[config.mk]
export PLATFORM = sky130hd
export DESIGN_NAME = mvm_sparse_encoder
export DESIGN_NICKNAME = d
export VERILOG_FILES = /design/src/rtl/mvm_sparse_encoder.sv
export SDC_FILE = /design/constraint.sdc
export NUM_CORES = 1
export LEC_CHECK = 0
export CAP_MARGIN = 0
export CORE_ASPECT_RATIO = 0.7
export CORE_MARGIN = 1
export CORE_UTILIZATION = 56
export DETAILED_ROUTE_END_ITERATION = 10
export PLACE_DENSITY_LB_ADDON = 0.2
export SLEW_MARGIN = 30
export SYNTH_ARGS = -nofsm -noshare
export SYNTH_HDL_FRONTEND = slang
export SYNTH_SLANG_ARGS = --single-unit
[constraint.sdc]
create_clock -name clk -period 4.77 [get_ports clk]
set_clock_uncertainty 0.2 [all_clocks]
set_input_delay 0.7155 -clock clk [delete_from_list [all_inputs] [get_ports clk]]
set_output_delay 0.7155 -clock clk [all_outputs]
set_load 0.01 [all_outputs]
[src/rtl/mvm_sparse_encoder.sv]
// Dense-to-sparse front end for the MVM accelerator: drops the zero elements of a
// row-major 4x4 frame and replays the rest as (row, column, value) triples.
module mvm_sparse_encoder #(
    parameter int FIFO_DEPTH = 16,
    parameter int EMIT_GAP   = 1
) (
    input  logic       clk,
    input  logic       rst_n,
    input  logic       ena,
    input  logic       in_valid,
    input  logic [7:0] in_data,
    output logic       in_ready,
    input  logic       fetch_ready,
    output logic       sending_cpu,
    output logic [1:0] row_val,
    output logic [1:0] column_val,
    output logic [7:0] value,
    output logic       done_list,
    output logic [4:0] nnz_count
);

    localparam int PW = (FIFO_DEPTH > 1) ? $clog2(FIFO_DEPTH) : 1;
    localparam int CW = $clog2(FIFO_DEPTH + 1);
    localparam int GW = (EMIT_GAP > 1) ? $clog2(EMIT_GAP + 1) : 1;

    localparam logic [PW-1:0] LAST_SLOT  = PW'(FIFO_DEPTH - 1);
    localparam logic [PW-1:0] PTR_ONE    = PW'(1);
    localparam logic [CW-1:0] FULL_LEVEL = CW'(FIFO_DEPTH);
    localparam logic [CW-1:0] LEVEL_ONE  = CW'(1);
    localparam logic [GW-1:0] GAP_LOAD   = GW'(EMIT_GAP);
    localparam logic [GW-1:0] GAP_ONE    = GW'(1);

    typedef enum logic [1:0] {
        IDLE,
        LOAD,
        DRAIN,
        DONE
    } state_t;

    state_t        state;
    logic [3:0]    pos;
    logic [4:0]    tally;
    logic [11:0]   fifo_mem [FIFO_DEPTH];
    logic [PW-1:0] wr_ptr;
    logic [PW-1:0] rd_ptr;
    logic [CW-1:0] level;
    logic [GW-1:0] gap;
    logic [11:0]   head;
    logic          accept;
    logic          push;
    logic          pop;
    logic          emitting_state;

    // in_ready is held low while reset is asserted so the port reads 0 in reset.
    assign in_ready       = rst_n & ena & ((state == IDLE) || (state == LOAD));
    assign accept         = in_valid & in_ready;
    assign push           = accept & (in_data != 8'h00) & (level != FULL_LEVEL);
    assign emitting_state = (state == LOAD) || (state == DRAIN);
    // The gap counter is nonzero during the strobe cycle whenever EMIT_GAP > 0,
    // so it alone spaces strobes; EMIT_GAP = 0 lets a pop follow every cycle.
    assign pop            = ena & emitting_state & (level != '0) & fetch_ready & (gap == '0);
    assign head           = fifo_mem[rd_ptr];

    always_ff @(posedge clk) begin
        if (push) begin
            fifo_mem[wr_ptr] <= {pos, in_data};
        end
    end

    always_ff @(posedge clk or negedge rst_n) begin
        if (!rst_n) begin
            wr_ptr <= '0;
            rd_ptr <= '0;
            level  <= '0;
        end else begin
            if (push) begin
                wr_ptr <= (wr_ptr == LAST_SLOT) ? '0 : wr_ptr + PTR_ONE;
            end
            if (pop) begin
                rd_ptr <= (rd_ptr == LAST_SLOT) ? '0 : rd_ptr + PTR_ONE;
            end
            case ({push, pop})
                2'b10:   level <= level + LEVEL_ONE;
                2'b01:   level <= level - LEVEL_ONE;
                default: level <= level;
            endcase
        end
    end

    always_ff @(posedge clk or negedge rst_n) begin
        if (!rst_n) begin
            sending_cpu <= 1'b0;
            row_val     <= 2'd0;
            column_val  <= 2'd0;
            value       <= 8'd0;
            gap         <= '0;
        end else begin
            sending_cpu <= pop;
            if (pop) begin
                row_val    <= head[11:10];
                column_val <= head[9:8];
                value      <= head[7:0];
                gap        <= GAP_LOAD;
            end else if (ena && (gap != '0)) begin
                gap <= gap - GAP_ONE;
            end
        end
    end

    // Frame sequencing; the non-zero tally restarts on the first accept of a frame.
    always_ff @(posedge clk or negedge rst_n) begin
        if (!rst_n) begin
            state     <= IDLE;
            pos       <= 4'd0;
            tally     <= 5'd0;
            done_list <= 1'b0;
            nnz_count <= 5'd0;
        end else begin
            done_list <= 1'b0;
            if (accept) begin
                pos   <= pos + 4'd1;
                tally <= ((state == IDLE) ? 5'd0 : tally) + {4'd0, push};
            end
            if (ena) begin
                case (state)
                    IDLE: begin
                        if (accept) begin
                            state <= LOAD;
                        end
                    end
                    LOAD: begin
                        if (accept && (pos == 4'd15)) begin
                            state <= DRAIN;
                        end
                    end
                    DRAIN: begin
                        if ((level == '0) && !sending_cpu) begin
                            state     <= DONE;
                            done_list <= 1'b1;
                            nnz_count <= tally;
                        end
                    end
                    DONE: begin
                        state <= IDLE;
                    end
                    default: begin
                        state <= IDLE;
                    end
                endcase
            end
        end
    end

endmodule

==> results.toml <==
[sta]
relSlewSlack_pct = 30.8
finalHoldViolCount = 0
fin_crit_sh_pct = 78.0
timing.final.ws_setup_ns = 1.05
min_period_ns = 3.72
tightest_slew_ns = 1.04
rsz0062_at_grt = "false"
setup_viol = 0
setup_tns_ns = 0
report.final.slew_viol_count = 0
max_freq_ghz = 0.269

[worst_setup_path]
path_delay_family = "simple AND/OR/NAND/NOR gates"
arrival_ns = 3.90
cp-end-kind = "flop"
path_buf_inv = 2
critPathMaxFanout = 17
path_class = "input port to flop"
crit_top_cell = "nand3_1"
cpPeakStageDelay_ns = 0.68
required_ns = 4.94
slowest_stage = "clkdlybuf4s50_1"
path_cells = "clkdlybuf4s50_1, nor4_1, nand2_1, nand3_1, ha_1, inv_1, fa_1, nor2b_1, o21ai_0, nand3_1, or3b_2, xnor2_1"
critPathLaunchType = "input port"

[route]
initialDrtViolationCount = 424
vias_per_cell = 6.13
drt_wl_total_mm = 19.8
first_pass_iters = 5
num_vias = 4826
wl_per_cell_um = 25.2
drc_errors = 0
ant_nets = 0

[yosys]
synth_area_um2 = 9400
ys_seq_area_share_pct = 73.0
synth_area_leaders = "edfxtp_1 61%, dfrtp_1 12%, mux4_2 11%, mux2_2 2.4%, ha_1 2.0%"
ys_seq_elements = 236
syn_nets = 530
synth_area_leader_cell = "edfxtp_1"
synthFlopType = "edfxtp_1"
synth_edf_count = 192
ys_types = 39
synth.avg_cell_area_um2 = 18.8
synth_top_area_share_pct = 61.3
synthArstFlopShare_pct = 18.6
ys.warnings.count = 0
postSynthCellCount = 501

[placement]
hpwl_mm = 11.7
gp_congestion = 0.790
portBuffers = 32
placed_cells = 746
place_ws_ns = 0.546

[global_route]
grt-ovfl-total = 0
grt_pass1_wl_mm = 29.9
grt_pass1_vias = 4978
antenna_found_initial = 0
grt_max_degree = 47
gr-usage-all-layers_pct = 24.0

[clock_tree]
cts_tree = "built"
htreeDepth = 1
clk_latency_ns = 0.50
clock_sink_count = 236
postCtsSetupRepairBufs = 0
cts.path.max_buffers = 3
ctsRootBufferMaster = "clkbuf_16"
cts_buffers = 23
postCtsResizedCells = 0
cts_hold_buf = 0
clk_pin_slew_ns = 0.06

[final_layout]
fin_util_pct = 65.7
fin_cells = 787
fin_nets = 575
drive_gt1_share_pct = 21.7
fill_cells = 1088
antennaDiodeCount = 0
syn_to_final_growth_pct = 14.2

[die]
core-area_um2 = 16300
die_y_um = 110
start_util_pct = 57.5
row_count = 39
die-area_um2 = 17300
ioPinCount = 33
die_w_um = 157

[run_status]
status = "completed"

[power_and_ir_drop]
ir_drop_mv = 0.379
p_per_area_nw_per_um2 = 570
p_leak_nw = 3.70
p_total_mw = 6.12

[flow_run]
maxCapViolations = 0

[hold_path]
hold_path.class = "input port to asynchronous set/reset pin"
## cell usage in the layout, fill, tap and decap left out, types with 11 or more instances in the layout
master / n
clkbuf_16: 23
mux2_2: 20
buf_4: 12
nand2_1: 27
ha_1: 15
mux4_2: 48
clkdlybuf4s50_1: 31
dfrtp_1: 41
and2_1: 11
o21ai_0: 13
inv_1: 11
a21oi_1: 18
edfxtp_1: 192
o22ai_1: 24
## path summary, 6_finish.rpt
check	startpoint	to	slack, ns	cells after the start
worst min-delay path	rst_n	value[5]	0.21	2
worst min register to register	nnz_count[0]	nnz_count[0]	0.32	1
max in group asynchronous	rst_n	rd_ptr[0]	3.68	2
min in group clk	nnz_count[0]	nnz_count[0]	0.32	1
worst max register to register	state[0]	level[4]	1.34	12
worst max-delay path	in_data[1]	level[4]	1.05	12
## worst reg2reg max path: cells and delay by family, from the launching register on
| kind | cells | cell delay [ns] |
|---|---|---|
| AO/OA/AOI/OAI | 3 | 0.55 |
| AND/OR/NAND/NOR | 3 | 0.75 |
| buffers and inverters | 2 | 0.29 |
| flip-flops | 1 | 0.39 |
| XOR/XNOR | 1 | 0.13 |
| adder cells (fa/ha/maj) | 3 | 0.98 |
## state kept, by name, summed over array words and instances (netlist names)
name         count
column_val       2
done_list        1
fifo_mem       192
gap              1
level            5
nnz_count        5
pos              4
rd_ptr           4
row_val          2
sending_cpu      1
state            2
tally            5
value            8
wr_ptr           4
## layer usage
metal  vias up  GRT usage [%]  share of wire, %
li1       2095              -                 -
met1      2485           34.3                42
met2       202           37.2                47
met3        44           4.98               8.2
met4         0           8.37               3.1
met5         -              0                 0
## cell families after synthesis
family / share of synthesized area (%)
mux: 14.0
xor+xnor: 0.838
fa+ha+maj: 2.21
compound gates: 4.22
flops: 73.0
buf+inv: 1.65
simple gates: 4.05
## Yosys cell counts, types with 2 or more instances
library cell / instances
a21o_1: 2
a21oi_1: 18
and2_1: 12
and3_1: 5
buf_2: 13
buf_4: 2
clkbuf_1: 9
dfrtp_1: 44
edfxtp_1: 192
ha_1: 15
inv_1: 11
mux2_2: 20
mux4_2: 48
nand2_1: 27
nand3_1: 6
nand4_1: 4
nor2_1: 3
nor2b_1: 3
nor3_1: 3
nor4_1: 3
o21ai_0: 13
o22ai_1: 24
xnor2_1: 6
xor2_1: 3
## power breakdown
| group | switching, mW | leakage (nW) | internal, mW |
|---|---|---|---|
| combinational | 0.690 | 1.06 | 0.800 |
| clock | 0.730 | 0.366 | 1.07 |
| sequential | 0.346 | 2.27 | 2.48 |
## through the flow
| step | cell area [um2] | hold slack, ns |
|---|---|---|
| after floorplan | 9400 | 0.220 |
| after global placement | 9990 | 0.294 |
| after detailed placement | 9990 | 0.298 |
| after CTS | 10700 | 0.235 |
| after global routing | 10700 | 0.269 |
| final | 10700 | 0.210 |
## area by class of cell
type                       instances  area, um2  share of cell area, %
sequential                       236       6870                   64.0
multi-input combinational        230       2390                   22.3
clock buffer                      31        616                   5.73
timing repair buffer              44        405                   3.77
tap                              225        282                   2.62
clock inverter                    10        129                   1.20
inverter                          11       41.3                  0.384
(Power assumes the default switching activity.)
